==> src/rtl/wb_port_arbiter.sv <==
// rtl/wb_port_arbiter.sv - register-file write-port arbiter: pipeline WB over queued long-latency results
// Optional build macro: WB_ARB_PERF_EN adds stall and conflict performance counters.
module wb_port_arbiter #(
    parameter int DEPTH    = 4,
    parameter int MAX_WAIT = 8,
    parameter int DATA_W   = 32
) (
    input  logic              i_clk,
    input  logic              i_reset_n,
    input  logic              i_wb_valid,
    input  logic [4:0]        i_wb_rd,
    input  logic [DATA_W-1:0] i_wb_data,
    input  logic              i_lu_valid,
    output logic              o_lu_ready,
    input  logic [4:0]        i_lu_rd,
    input  logic [DATA_W-1:0] i_lu_data,
    output logic              o_pipe_stall,
    output logic [31:0]       o_pending,
    output logic              o_rd_wren,
    output logic [4:0]        o_rd_addr,
    output logic [DATA_W-1:0] o_rd_data
`ifdef WB_ARB_PERF_EN
    ,
    output logic [31:0]       o_stall_cnt,
    output logic [31:0]       o_conflict_cnt
`endif
);

    localparam int AW = $clog2(DEPTH);
    localparam int CW = AW + 1;
    localparam int WW = $clog2(MAX_WAIT + 1);

    logic [AW-1:0]     head;
    logic [AW-1:0]     tail;
    logic [CW-1:0]     count;
    logic [DEPTH-1:0]  q_vld;
    logic [4:0]        q_rd   [DEPTH];
    logic [DATA_W-1:0] q_data [DEPTH];
    logic [WW-1:0]     wait_cnt;

    logic full;
    logic empty;
    logic pipe_req;
    logic push;
    logic pop;
    logic grant_pipe;
    logic force_drain;

    assign full        = (count == CW'(DEPTH));
    assign empty       = (count == '0);
    assign o_lu_ready  = !full;
    assign pipe_req    = i_wb_valid && (i_wb_rd != 5'd0);
    // rd=0 results finish the handshake but are dropped: x0 is never written.
    assign push        = i_lu_valid && !full && (i_lu_rd != 5'd0);
    assign force_drain = (wait_cnt == WW'(MAX_WAIT)) && !empty;
    assign o_pipe_stall = force_drain;

    // Single grant per cycle: starvation drain, then pipeline, then idle drain.
    always_comb begin
        grant_pipe = 1'b0;
        pop        = 1'b0;
        if (force_drain) begin
            pop = 1'b1;
        end else if (pipe_req) begin
            grant_pipe = 1'b1;
        end else if (!empty) begin
            pop = 1'b1;
        end
    end

    // FIFO pointers, occupancy and per-slot valid bits.
    always_ff @(posedge i_clk or negedge i_reset_n) begin
        if (!i_reset_n) begin
            head  <= '0;
            tail  <= '0;
            count <= '0;
            q_vld <= '0;
        end else begin
            if (push) begin
                q_vld[tail] <= 1'b1;
                tail        <= tail + AW'(1);
            end
            if (pop) begin
                q_vld[head] <= 1'b0;
                head        <= head + AW'(1);
            end
            case ({push, pop})
                2'b10:   count <= count + CW'(1);
                2'b01:   count <= count - CW'(1);
                default: count <= count;
            endcase
        end
    end

    // FIFO payload storage; contents are qualified by q_vld so no reset is needed.
    always_ff @(posedge i_clk) begin
        if (push) begin
            q_rd[tail]   <= i_lu_rd;
            q_data[tail] <= i_lu_data;
        end
    end

    // Starvation counter: counts cycles a non-empty FIFO goes without draining.
    always_ff @(posedge i_clk or negedge i_reset_n) begin
        if (!i_reset_n) begin
            wait_cnt <= '0;
        end else if (pop || empty) begin
            wait_cnt <= '0;
        end else if (wait_cnt != WW'(MAX_WAIT)) begin
            wait_cnt <= wait_cnt + WW'(1);
        end
    end

    // Pending-destination mask for the hazard unit, from queued entries only.
    always_comb begin
        o_pending = '0;
        for (int i = 0; i < DEPTH; i++) begin
            if (q_vld[i]) begin
                o_pending[q_rd[i]] = 1'b1;
            end
        end
        o_pending[0] = 1'b0;
    end

    // Registered regfile write port; address/data hold when no write is granted.
    always_ff @(posedge i_clk or negedge i_reset_n) begin
        if (!i_reset_n) begin
            o_rd_wren <= 1'b0;
            o_rd_addr <= '0;
            o_rd_data <= '0;
        end else if (grant_pipe) begin
            o_rd_wren <= 1'b1;
            o_rd_addr <= i_wb_rd;
            o_rd_data <= i_wb_data;
        end else if (pop) begin
            o_rd_wren <= 1'b1;
            o_rd_addr <= q_rd[head];
            o_rd_data <= q_data[head];
        end else begin
            o_rd_wren <= 1'b0;
        end
    end

`ifdef WB_ARB_PERF_EN
    // Performance counters: forced-stall cycles and pipe/queue contention cycles.
    always_ff @(posedge i_clk or negedge i_reset_n) begin
        if (!i_reset_n) begin
            o_stall_cnt    <= '0;
            o_conflict_cnt <= '0;
        end else begin
            if (o_pipe_stall) begin
                o_stall_cnt <= o_stall_cnt + 32'd1;
            end
            if (pipe_req && !empty) begin
                o_conflict_cnt <= o_conflict_cnt + 32'd1;
            end
        end
    end
`endif

endmodule

==> config.mk <==
export PLATFORM = sky130hd
export DESIGN_NAME = wb_port_arbiter
export DESIGN_NICKNAME = d
export VERILOG_FILES = /design/src/rtl/wb_port_arbiter.sv
export SDC_FILE = /design/constraint.sdc
export NUM_CORES = 1
export LEC_CHECK = 0
export ABC_CLOCK_PERIOD_IN_PS = 2900
export CAP_MARGIN = 20
export CORE_UTILIZATION = 45
export CTS_CLUSTER_DIAMETER = 150
export DETAILED_ROUTE_END_ITERATION = 12
export GPL_ROUTABILITY_DRIVEN = 0
export PLACE_DENSITY_LB_ADDON = 0.12
export SLEW_MARGIN = 20
export SYNTH_ARGS = -nofsm -noshare
export SYNTH_HDL_FRONTEND = slang
export SYNTH_SLANG_ARGS = --single-unit
==> constraint.sdc <==
create_clock -name i_clk -period 2.9 [get_ports i_clk]
set_input_delay 0.58 -clock i_clk [delete_from_list [all_inputs] [get_ports i_clk]]
set_output_delay 0.58 -clock i_clk [all_outputs]
set_load 0.005 [all_outputs]
==> results by group <==
Timing
  – Final setup TNS: -148.7 ps
  – Final Hold Vio Count: 0
  – RSZ-0062 raised after global routing: yes
  – Final setup margin: -83.49 ps
  – Max Clock Skew: 11.64 ps
  – Slew headroom: 0.5679
  – Final Slew Violations: 0
  – FMAX: 0.3352 GHz
  – Period utilisation layout: 1.029
  – # setup viols final: 2
  – Crit path time final: 2983 ps
  – Least-Margin Pin Slew: 648.1 ps

Die
  – FP Rows: 51
  – Initial Utilization: 0.4613
  – # IOs: 150
  – Die Y: 143.7 um
  – Die W: 143.7 um
  – Die area: 20,650 um^2
  – Floorplan core area: 19,590 um^2

Global route
  – Vias in the first global route: 6,629
  – Pin count of the biggest net entering global routing: 43
  – Overflow left after global routing: 0
  – Tot GR Track Use: 0.2401
  – First-pass GRT wire length: 37.00 mm
  – Initial antenna violation count: 0

Setup path
  – Critical path's slowest cell: clkdlybuf4s50_1
  – Crit end category: output port
  – Crit path max fanout: 6
  – Flop-to-flop setup slack: 690 ps
  – Critical Path RT: 2320 ps
  – Startpoint types: register
  – CP arrival: 2400 ps
  – Largest stage delay on the critical path: 580 ps
  – Reg-to-Reg Start: count[0]
  – RR Endpoint: count[2]
  – Setup CP Type: reg -> out
  – Worst path cell trace: buf_4, nand3b_1, o221ai_1, clkdlybuf4s50_1
  – R2R cell count: 9

CTS
  – Clock-pin slew on the worst setup and hold paths: 60 ps
  – CTS Root Buffer Type: clkbuf_16
  – H-tree depth: 1
  – Max clock buf depth: 3
  – CTS tree: built
  – Worst-Skew Late Latency: 500 ps
  – TritonCTS Buffers: 22
  – CTS Hold Bufs: 0
  – CTS sink count: 201

Synthesis
  – Yosys top cell by area: edfxtp_1
  – Library cells used by synthesis: 50
  – Sequential share of the synthesized area: 0.6386
  – Post-synth net total: 746
  – Count leader, synth: edfxtp_1
  – Post-Synthesis Cells: 656
  – Top cells by count, synth: edfxtp_1 (148), nand2_1 (91), dfrtp_1 (53)
  – Number of synthesized flops with an enable pin: 148
  – Main area contributors after synthesis: edfxtp_1 (49%), dfrtp_1 (15%), mux4_2 (9.2%)
  – Mapped Area: 9036 um^2
  – Ys flop type: edfxtp_1
  – Number of synthesized register bits: 201
  – Syn avg cell area: 13.77 um^2
  – Ys async rst share: 0.2637
  – YS warnings: 0
  – Top cell type's share of synthesized area: 0.4918

Cells and area
  – Fillers: 1,540
  – Final cell count without fillers: 1,131
  – Layout area overhead: 34.37%
  – Layout cell share with drive strength beyond 1: 0.2079
  – Area of the multi-input gates: 3131 um^2
  – # diodes: 0
  – Reg area: 5774 um^2
  – Final Cell Area: 12,140 um^2
  – Final-stage net count: 940

Routing
  – Via count: 6,694
  – Routed wl met2: 11.89 mm
  – First DRT Iteration DRCs: 544
  – DRC: 0
  – Routed Antenna Nets: 0
  – Routed length on met3: 2.032 mm
  – WL/cell: 21.56 um
  – Drt pass-1 iters: 5
  – Met1 WL: 9.603 mm
  – DR vias/cell: 5.919
  – Top layer in use: met4
  – Routed wire length: 24.38 mm

Outcome
  – Failing checks: negative setup slack
  – Status: finished with violations

Job
  – Max cap viols: 0

Place
  – Detail Placement HPWL: 15.43 mm
  – Port Buffers: 148
  – Placed insts: 1,053
  – DP Area: 10,970 um^2

Power and ir drop
  – Leak Pwr: 4.522 nW
  – Worst VDD drop: 0.0004744 V
  – PD cells: 884.3 nW/um^2
  – Total power: 10.74 mW

Hold path
  – Worst min-delay path class: in -> async
## repair_timing
action                                  in CTS  in global routing
setup buffers                               26                 12
endpoints found under the setup margin      20                 30
gates resized for setup                     16                 26
pin swaps                                    3                  5
## routing by layer
metal  up-vias  GRT usage
li1       2927          -
met1      3289     0.3178
met4         0    0.08623
met5         -          0
met2       383     0.4032
met3        95    0.03632
## cell families after synthesis
| kind of cell | synth area share |
|---|---|
| simple gates | 0.1270 |
| flops | 0.6386 |
| compound gates | 0.08419 |
| buf+inv | 0.02977 |
| mux | 0.09582 |
| fa+ha+maj | 0.01745 |
| xor+xnor | 0.006785 |
| other cells | 0.0004150 |
## flip-flops by register name, summed over array words and instances, names as in the netlist
signal	cells
q_data	128
o_rd_data	32
q_rd	20
o_rd_addr	5
q_vld	4
wait_cnt	4
count	3
head	2
tail	2
o_rd_wren	1
## placed cells by master, fill, tap and decap left out, types with 8 or more instances in the layout
cell type	n
nor3_1	38
nor2_1	26
a31oi_1	39
dfrtp_1	50
inv_1	12
nand2_1	90
buf_12	8
mux4_2	37
edfxtp_1	148
nor3b_2	10
clkbuf_16	22
dlymetal6s2s_1	12
ha_1	11
nand3b_1	15
a21oi_1	18
o221ai_1	16
clkdlybuf4s50_1	135
buf_4	58
## worst max-delay path by stage
stage / start / end / depth (start not counted)
CTS: q_rd[2][1] / o_pending[20] / 4
floorplan: i_lu_rd[0] / count[2] / 10
global route: q_rd[1][3] / o_pending[1] / 4
detailed placement: i_wb_rd[0] / count[2] / 11
finish: q_rd[1][4] / o_pending[14] / 4
global placement: i_wb_rd[0] / count[2] / 11
## power by group
part	internal, mW	switching, mW	total, mW
Combinational	1.87	1.67	3.54
Sequential	3.84	0.555	4.40
Clock	1.69	1.11	2.80
Total	7.40	3.33	10.7
## area by class of cell
type | instances | area share
Sequential cell | 201 | 0.4756
Multi-Input combinational cell | 396 | 0.2578
Timing Repair Buffer | 216 | 0.1750
Clock buffer | 27 | 0.04771
Tap cell | 265 | 0.02731
Clock inverter | 13 | 0.01257
Inverter | 13 | 0.004019
## stage by stage
step / setup slack [ps] / hold slack [ps] / util
2_1_floorplan: 293.9 / 284.4 / -
3_3_place_gp: -51.89 / 487.9 / 0.5601
3_5_place_dp: -87.31 / 507.3 / 0.5601
4_1_cts: 1.194 / 97.96 / 0.6108
5_1_grt: -41.92 / 124.4 / 0.6198
6_report: -83.49 / 86.71 / 0.6198
## critical path, delay by kind of cell (launching register included)
| family | cells | cell delay, ps |
|---|---|---|
| flops | 1 | 520 |
| buf+inv | 2 | 800 |
| compound gates | 1 | 340 |
| simple gates | 1 | 240 |
Power figures use the tool's default switching activity.
